### config.mk
export PLATFORM = sky130hd
export DESIGN_NAME = div_clk_monitor
export DESIGN_NICKNAME = d
export VERILOG_FILES = /design/src/rtl/div_clk_monitor.sv
export SDC_FILE = /design/constraint.sdc
export NUM_CORES = 1
export LEC_CHECK = 0
export BUFFER_PORTS_ARGS = -buffer_cell sky130_fd_sc_hd__buf_2
export CORE_AREA = 5 5 63 87
export CTS_CLUSTER_SIZE = 12
export DETAILED_ROUTE_END_ITERATION = 6
export DIE_AREA = 0 0 68 92
export PLACE_DENSITY = 0.78
export RECOVER_POWER = 25
export SLEW_MARGIN = 20
export SYNTH_ARGS = -nofsm -noshare
export SYNTH_HDL_FRONTEND = slang
export SYNTH_SLANG_ARGS = --single-unit
### constraint.sdc
create_clock -name clk -period 2.3 [get_ports clk]
set_clock_uncertainty 0.15 [all_clocks]
set_input_delay 0.115 -clock clk [delete_from_list [all_inputs] [get_ports clk]]
set_output_delay 0.115 -clock clk [all_outputs]
set_load 0.1 [all_outputs]
### src/rtl/div_clk_monitor.sv
// div_clk_monitor: frequency checker for a (half-)integer divided clock.
// The divided clock is sampled as data in the clk domain. Source-clock cycles
// are counted across EDGES rising edges of the divided clock and compared
// against EXP = DIV_X2*EDGES/2 within +/-TOL.
// Optional feature macro: DIV_MON_MINMAX_EN (tracks smallest/largest window).
module div_clk_monitor #(
  parameter int DIV_X2 = 7,
  parameter int EDGES  = 8,
  parameter int TOL    = 2,
  parameter int CNT_W  = 12
) (
  input  logic             clk,
  input  logic             rstn,
  input  logic             en,
  input  logic             err_clr,
  input  logic             clk_div_in,
  output logic [CNT_W-1:0] win_cnt,
  output logic             win_valid,
  output logic             freq_err,
  output logic             lock,
  output logic [CNT_W-1:0] win_min,
  output logic [CNT_W-1:0] win_max
);

  localparam int EXP     = DIV_X2 * EDGES / 2;
  localparam int TIMEOUT = 2 * EXP;
  localparam int EW      = (EDGES > 1) ? $clog2(EDGES) : 1;

  localparam logic [CNT_W-1:0] TO_LAST   = CNT_W'(TIMEOUT - 1);
  localparam logic [CNT_W-1:0] LO_LIM    = CNT_W'(EXP - TOL);
  localparam logic [CNT_W-1:0] HI_LIM    = CNT_W'(EXP + TOL);
  localparam logic [CNT_W-1:0] CNT_MAX   = '1;
  localparam logic [EW-1:0]    EDGE_LAST = EW'(EDGES - 1);

  typedef enum logic [1:0] {
    IDLE = 2'd0,
    ARM  = 2'd1,
    MEAS = 2'd2
  } state_t;

  state_t           state;
  logic [CNT_W-1:0] cyc_cnt;
  logic [EW-1:0]    edge_cnt;
  logic [1:0]       good_streak;

  logic s0, s1, s2;
  logic rise;

  logic [CNT_W-1:0] meas;
  logic             win_close;
  logic             win_bad;
  logic             timeout_hit;
  logic             set_err;

  // Two-flop synchroniser plus one delay flop for rising-edge detection
  always_ff @(posedge clk) begin
    if (!rstn) begin
      s0 <= 1'b0;
      s1 <= 1'b0;
      s2 <= 1'b0;
    end else begin
      s0 <= clk_div_in;
      s1 <= s0;
      s2 <= s1;
    end
  end

  assign rise = s1 & ~s2;

  // The closing rise itself counts, so the window length is cyc_cnt + 1
  assign meas      = cyc_cnt + CNT_W'(1);
  assign win_close = en && (state == MEAS) && rise && (edge_cnt == EDGE_LAST);
  assign win_bad   = (meas < LO_LIM) || (meas > HI_LIM);

  // Timeout only when no rise rescues ARM and no close rescues MEAS
  assign timeout_hit = en && (cyc_cnt == TO_LAST) &&
                       (((state == ARM) && !rise) || ((state == MEAS) && !win_close));
  assign set_err = timeout_hit || (win_close && win_bad);

  // Measurement FSM with registered window result, error and lock outputs
  always_ff @(posedge clk) begin
    if (!rstn) begin
      state       <= IDLE;
      cyc_cnt     <= '0;
      edge_cnt    <= '0;
      good_streak <= 2'd0;
      win_cnt     <= '0;
      win_valid   <= 1'b0;
      freq_err    <= 1'b0;
      lock        <= 1'b0;
    end else begin
      win_valid <= 1'b0;

      // A fresh error outranks a simultaneous clear request
      if (set_err) begin
        freq_err <= 1'b1;
      end else if (err_clr) begin
        freq_err <= 1'b0;
      end

      if (!en) begin
        state       <= IDLE;
        cyc_cnt     <= '0;
        edge_cnt    <= '0;
        good_streak <= 2'd0;
        lock        <= 1'b0;
      end else begin
        case (state)
          IDLE: begin
            cyc_cnt  <= '0;
            edge_cnt <= '0;
            state    <= ARM;
          end

          ARM: begin
            if (rise) begin
              cyc_cnt  <= '0;
              edge_cnt <= '0;
              state    <= MEAS;
            end else if (cyc_cnt == TO_LAST) begin
              cyc_cnt     <= '0;
              lock        <= 1'b0;
              good_streak <= 2'd0;
            end else begin
              cyc_cnt <= cyc_cnt + CNT_W'(1);
            end
          end

          MEAS: begin
            if (win_close) begin
              // Closing rise also opens the next window back-to-back
              win_cnt   <= meas;
              win_valid <= 1'b1;
              cyc_cnt   <= '0;
              edge_cnt  <= '0;
              if (win_bad) begin
                lock        <= 1'b0;
                good_streak <= 2'd0;
              end else begin
                if (good_streak != 2'd2) begin
                  good_streak <= good_streak + 2'd1;
                end
                if (good_streak != 2'd0) begin
                  lock <= 1'b1;
                end
              end
            end else if (cyc_cnt == TO_LAST) begin
              state       <= ARM;
              cyc_cnt     <= '0;
              edge_cnt    <= '0;
              lock        <= 1'b0;
              good_streak <= 2'd0;
            end else begin
              if (rise) begin
                edge_cnt <= edge_cnt + EW'(1);
              end
              if (cyc_cnt != CNT_MAX) begin
                cyc_cnt <= cyc_cnt + CNT_W'(1);
              end
            end
          end

          default: begin
            state <= IDLE;
          end
        endcase
      end
    end
  end

`ifdef DIV_MON_MINMAX_EN
  logic [CNT_W-1:0] min_base;
  logic [CNT_W-1:0] max_base;

  // err_clr restarts tracking; a window closing in the same cycle still lands
  always_comb begin
    min_base = err_clr ? CNT_MAX : win_min;
    max_base = err_clr ? '0 : win_max;
  end

  // Running min/max of completed window lengths
  always_ff @(posedge clk) begin
    if (!rstn) begin
      win_min <= CNT_MAX;
      win_max <= '0;
    end else if (win_close) begin
      win_min <= (meas < min_base) ? meas : min_base;
      win_max <= (meas > max_base) ? meas : max_base;
    end else begin
      win_min <= min_base;
      win_max <= max_base;
    end
  end
`else
  assign win_min = '0;
  assign win_max = '0;
`endif

endmodule

# After elaboration in Yosys (flattened, before gate mapping)
# Index checks and enable logic that the tools add are counted.
[totals]
ff_bits = 37
latch_bits = 0
ramBits = 0
mem_bits_ro = 0
in_bits = 5
n_memories = 0
[classes]
addsub = 3
n_mul = 0
n_div = 0
order_cmp = 2
n_eq_ne = 14
shift = 0
mux = 30
bitwise = 2
reduce_logical = 26
[ops]
columns = ["op", "n"]
rows = [
  ["$mux W12", 5],
  ["$pmux W12 S3", 1],
  ["$reduce_and A3 Y1", 6],
  ["$mux W2", 8],
  ["$add A12 B1 Y12 const B", 1],
  ["$eq A12 B6 Y1 const B", 1],
  ["$gt A12 B5 Y1 const B", 1],
  ["$lt A12 B5 Y1 const B", 1],
  ["$mux W3", 4],
  ["$ne A12 B12 Y1 const B", 1],
  ["$ne A4 B3 Y1 const B", 3],
  ["$ne A2 B2 Y1 const B", 5],
  ["$pmux W3 S3", 1],
  ["$logic_and A1 B1 Y1", 8],
  ["$mux W1", 8],
  ["$pmux W2 S3", 1],
  ["$reduce_bool A2 Y1", 3],
  ["$ne A4 B4 Y1 const B", 1],
  ["$pmux W2 S2", 1],
  ["$reduce_and A2 Y1", 2],
  ["$add A3 B1 Y3 const B", 1],
  ["$eq A3 B3 Y1 const B", 1],
  ["$logic_or A1 B1 Y1", 3],
  ["$reduce_bool A3 Y1", 1],
  ["8 further kinds", 9],
]

# Longest topological paths before layout
[depth]
depth_word = 10
depth_mapped = 10
mapped_depth_nobuf = 8

# Worst setup path after synthesis
# Ideal clock, no wire load.
[synth_timing]
path_kind = "reg-to-reg"
startpoint = "reg cyc_cnt[0]"
endpoint = "reg lock"
arrival_ns = 2.092
t_required_ns = 2.082
path_slack_ns = -0.009
path_stages_with_launch = 8
n_path_buf = 0
path_cell_list = "dfxtp_1 -> ha_1 -> nand3_1 -> nor3_4 -> nand4_1 -> a2111o_1 -> or3_1 -> a21oi_2"
[synth_via]
elab_chain_cells = 6
word_cells_on_any_way = 12
classes_between = "1 x add/sub; 2 x order compare; 2 x eq/ne; 5 x mux; 2 x reduce/logical"
[synth_lines]
columns = ["item", "line_no", "text"]
rows = [
  ["start, declared", "42", "logic [CNT_W-1:0] cyc_cnt;"],
  ["start signal, assigned", "125", "cyc_cnt <= cyc_cnt + CNT_W'(1);"],
  ["start signal, assigned", "158", "cyc_cnt <= cyc_cnt + CNT_W'(1);"],
  ["$add A12 B1 Y12", "71", "assign meas = cyc_cnt + CNT_W'(1);"],
  ["$lt A12 B5 Y1 / $gt A12 B5 Y1 (equally long branches)", "73", "assign win_bad = (meas < LO_LIM) || (meas > HI_LIM);"],
  ["$logic_or A1 B1 Y1", "73", ""],
  ["$mux W1", "136", "if (win_bad) begin"],
  ["$mux W1", "130", "if (win_close) begin"],
  ["$pmux W1 S2", "108", "case (state)"],
  ["end signal, assigned", "106", "lock <= 1'b0;"],
  ["end signal, assigned", "137", "lock <= 1'b0;"],
  ["end signal, assigned", "144", "lock <= 1'b1;"],
  ["end, declared", "20", "output logic lock,"],
]
# Several ways; a longest one is shown, not always the timed one. The select of a mux whose other input is x is not followed.
# A chain may end at the register's enable or synchronous reset.

# Worst setup path after layout
[layout_timing]
startpoint = "reg cyc_cnt[1]"
endpoint = "reg lock"
# The elaborated chain is that of the path after synthesis.

==> impl_metrics.env <==
export IMPL_cts_root_buf="clkbuf_8"
export IMPL_ant_nets=0
export IMPL_ys_types=51
export IMPL_cts_buffers=5
export IMPL_track_usage=0.1710
export IMPL_grt_pass1_vias=1819
export IMPL_fmax_mhz=445.8
export IMPL_ys_ff_latch=37
export IMPL_clock_path_buffers=2
export IMPL_leakage_nw=1.009
export IMPL_wl_per_cell_um=13.79
export IMPL_tns_ns=0
export IMPL_cp_data_arrival_time_ns=2.31
export IMPL_yosys_warnings=0
export IMPL_max_slew_margin=0.2189
export IMPL_clock_latency_ns=0.29
export IMPL_gp_congestion=0.9361
export IMPL_netlist_area_um2=2218
export IMPL_worstSetupStartpointType="register"
export IMPL_yosysMostFrequentCell="dfxtp_1"
export IMPL_path_class="register to register"
export IMPL_grt_pass1_wl_um=8211
export IMPL_port_buffers=19
export IMPL_drt_iter0_markers=114
export IMPL_powerDensity_nw_per_um2=610.4
export IMPL_synthTopCellsByCount="dfxtp_1, nor2_1, buf_4, a21oi_1, nand2_1"
export IMPL_slew_viol_final=0
export IMPL_fin_ws_ns=0.05706
export IMPL_cp_max_fo=5
export IMPL_hp_class="input port to register"
export IMPL_clk_pin_slew_ns=0.08
export IMPL_synth_top_area_cell="dfxtp_1"
export IMPL_fp_dieW_um=68
export IMPL_via_count=1917
export IMPL_coreArea_um2=4536
export IMPL_ys_seq_area_frac=0.3339
export IMPL_grtUsageMet3=0.03545
export IMPL_setup_viol=0
export IMPL_top_usage_layer="met2"
export IMPL_cts_tree="yes"
export IMPL_pre_cts_slack_ns=0.04758
export IMPL_irDropWorstVdd_v=0.0003328
export IMPL_antenna_found_initial=0
export IMPL_route_detailed_drc=0
export IMPL_wl_um=5048
export IMPL_dp_hpwl_um=3770
export IMPL_fin_crit_sh=0.9752
export IMPL_grt_max_degree=22
export IMPL_ys_flop_type="dfxtp_1"
export IMPL_netlist_instances=279
export IMPL_vias_per_cell=5.238
export IMPL_avgSynthCellArea_um2=7.951
export IMPL_synthTopCellsByArea="dfxtp_1, buf_4, ha_1"
export IMPL_layout_min_cycle_time_ns=2.243
export IMPL_layout_drive_gt1_share=0.1612
export IMPL_async_reset_ff_frac=0
export IMPL_dieArea_um2=6256
export IMPL_diodes=0
export IMPL_cp_end_kind="register"
export IMPL_hold_viol=0
export IMPL_gr_usage_met1=0.1714
export IMPL_use_met2=0.3170
export IMPL_die_h_um=92
export IMPL_postCtsSetupRepairBufs=0
export IMPL_maxCapViolCount=0
export IMPL_pin_count=44
export IMPL_rsz0062_at_grt="no"
export IMPL_grt_ovfl_total=0
export IMPL_tightest_slew_ns=1.177
export IMPL_fin_nets=317
export IMPL_start_util=0.4891
export IMPL_htree_levels=2
export IMPL_area_growth_pct=13.31
export IMPL_status="finished, final reports clean"
export IMPL_synth_edff_count=0
export IMPL_required_ns=2.36
export IMPL_clock_sinks=37
export IMPL_drt_pass1_iterations=4
export IMPL_rows=29
export IMPL_yosysTopAreaCellShare=0.3339
## placed cells by master (no fill, tap or decap), types with 9 or more instances in the layout
cell type,instances
a21oi_1,22
buf_2,10
buf_4,13
clkbuf_1,9
conb_1,24
dfxtp_1,32
inv_1,10
nand2_1,18
nor2_1,30
nor3_1,12
o21ai_0,15
## worst paths after layout
kind,start,end,slack [ns],depth (start not counted)
setup / recovery,cyc_cnt[1],lock,0.06,7
hold / removal,rstn,win_cnt[8],0.007,3
setup reg to reg,cyc_cnt[1],lock,0.06,7
hold reg to reg,s0,s1,0.29,1
## power breakdown
part	internal [W]	total [W]	switching (W)
sequential	0.000644	0.000646	0.00000268
combinational	0.0000198	0.000223	0.000203
clock	0.000431	0.000665	0.000235
total	0.00109	0.00153	0.000440
## state kept, by name (all words and copies together) (netlist names), 2 cells and up
name,flops
cyc_cnt,12
edge_cnt,3
good_streak,2
state,2
win_cnt,12
## through the flow
stage	util	std cells	area (um^2)	hold WS (ns)	total power, W
floorplan	-	302	2307	0.09229	0.0008947
global placement	0.5164	357	2342	0.1699	0.0008789
detailed placement	0.5164	357	2342	0.1849	0.0008805
CTS	0.5495	366	2492	0.001244	0.001547
global route	0.5542	366	2514	0.01622	0.001588
finish	0.5542	366	2514	0.007140	0.001534
## worst max-delay path, stage by stage (launching register included)
cell and delay (ns):
dfxtp_1 0.38, buf_4 0.15, and4_1 0.23, nand2_1 0.11, xnor2_1 0.16, a2111o_1 0.44, or3_1 0.41, a21oi_2 0.14
## routing by layer
metal	routed length (um)	up-vias
met4	177	0
met3	240	16
met2	2662	52
met5	0	-
li1	-	966
met1	1967	883
## kinds of logic after synthesis
family,synth area share
multiplexers,0.01354
other,0.001690
buffers and inverters,0.1337
AO/OA/AOI/OAI,0.1816
AND/OR/NAND/NOR,0.2454
XOR/XNOR,0.03948
flip-flops,0.3339
adder cells (fa/ha/maj),0.05076
## area by class of cell
cell class              count  area [um^2]
fillers                   436         2022
multi-input cells         214         1303
flip-flops and latches     37        747.0
repair buffers             34        211.5
well taps                  62        77.57
clock buffers               5        68.82
clock inverters             3        65.06
inverters                  11        41.29
## what timing repair did
action | in CTS | in global routing
hold endpoints to repair | 1 | 0
gates resized for setup | 1 | 10
hold buffers | 1 | 0
pin swaps | 0 | 3
setup endpoints to repair | 1 | 14
(Power assumes the default switching activity.)
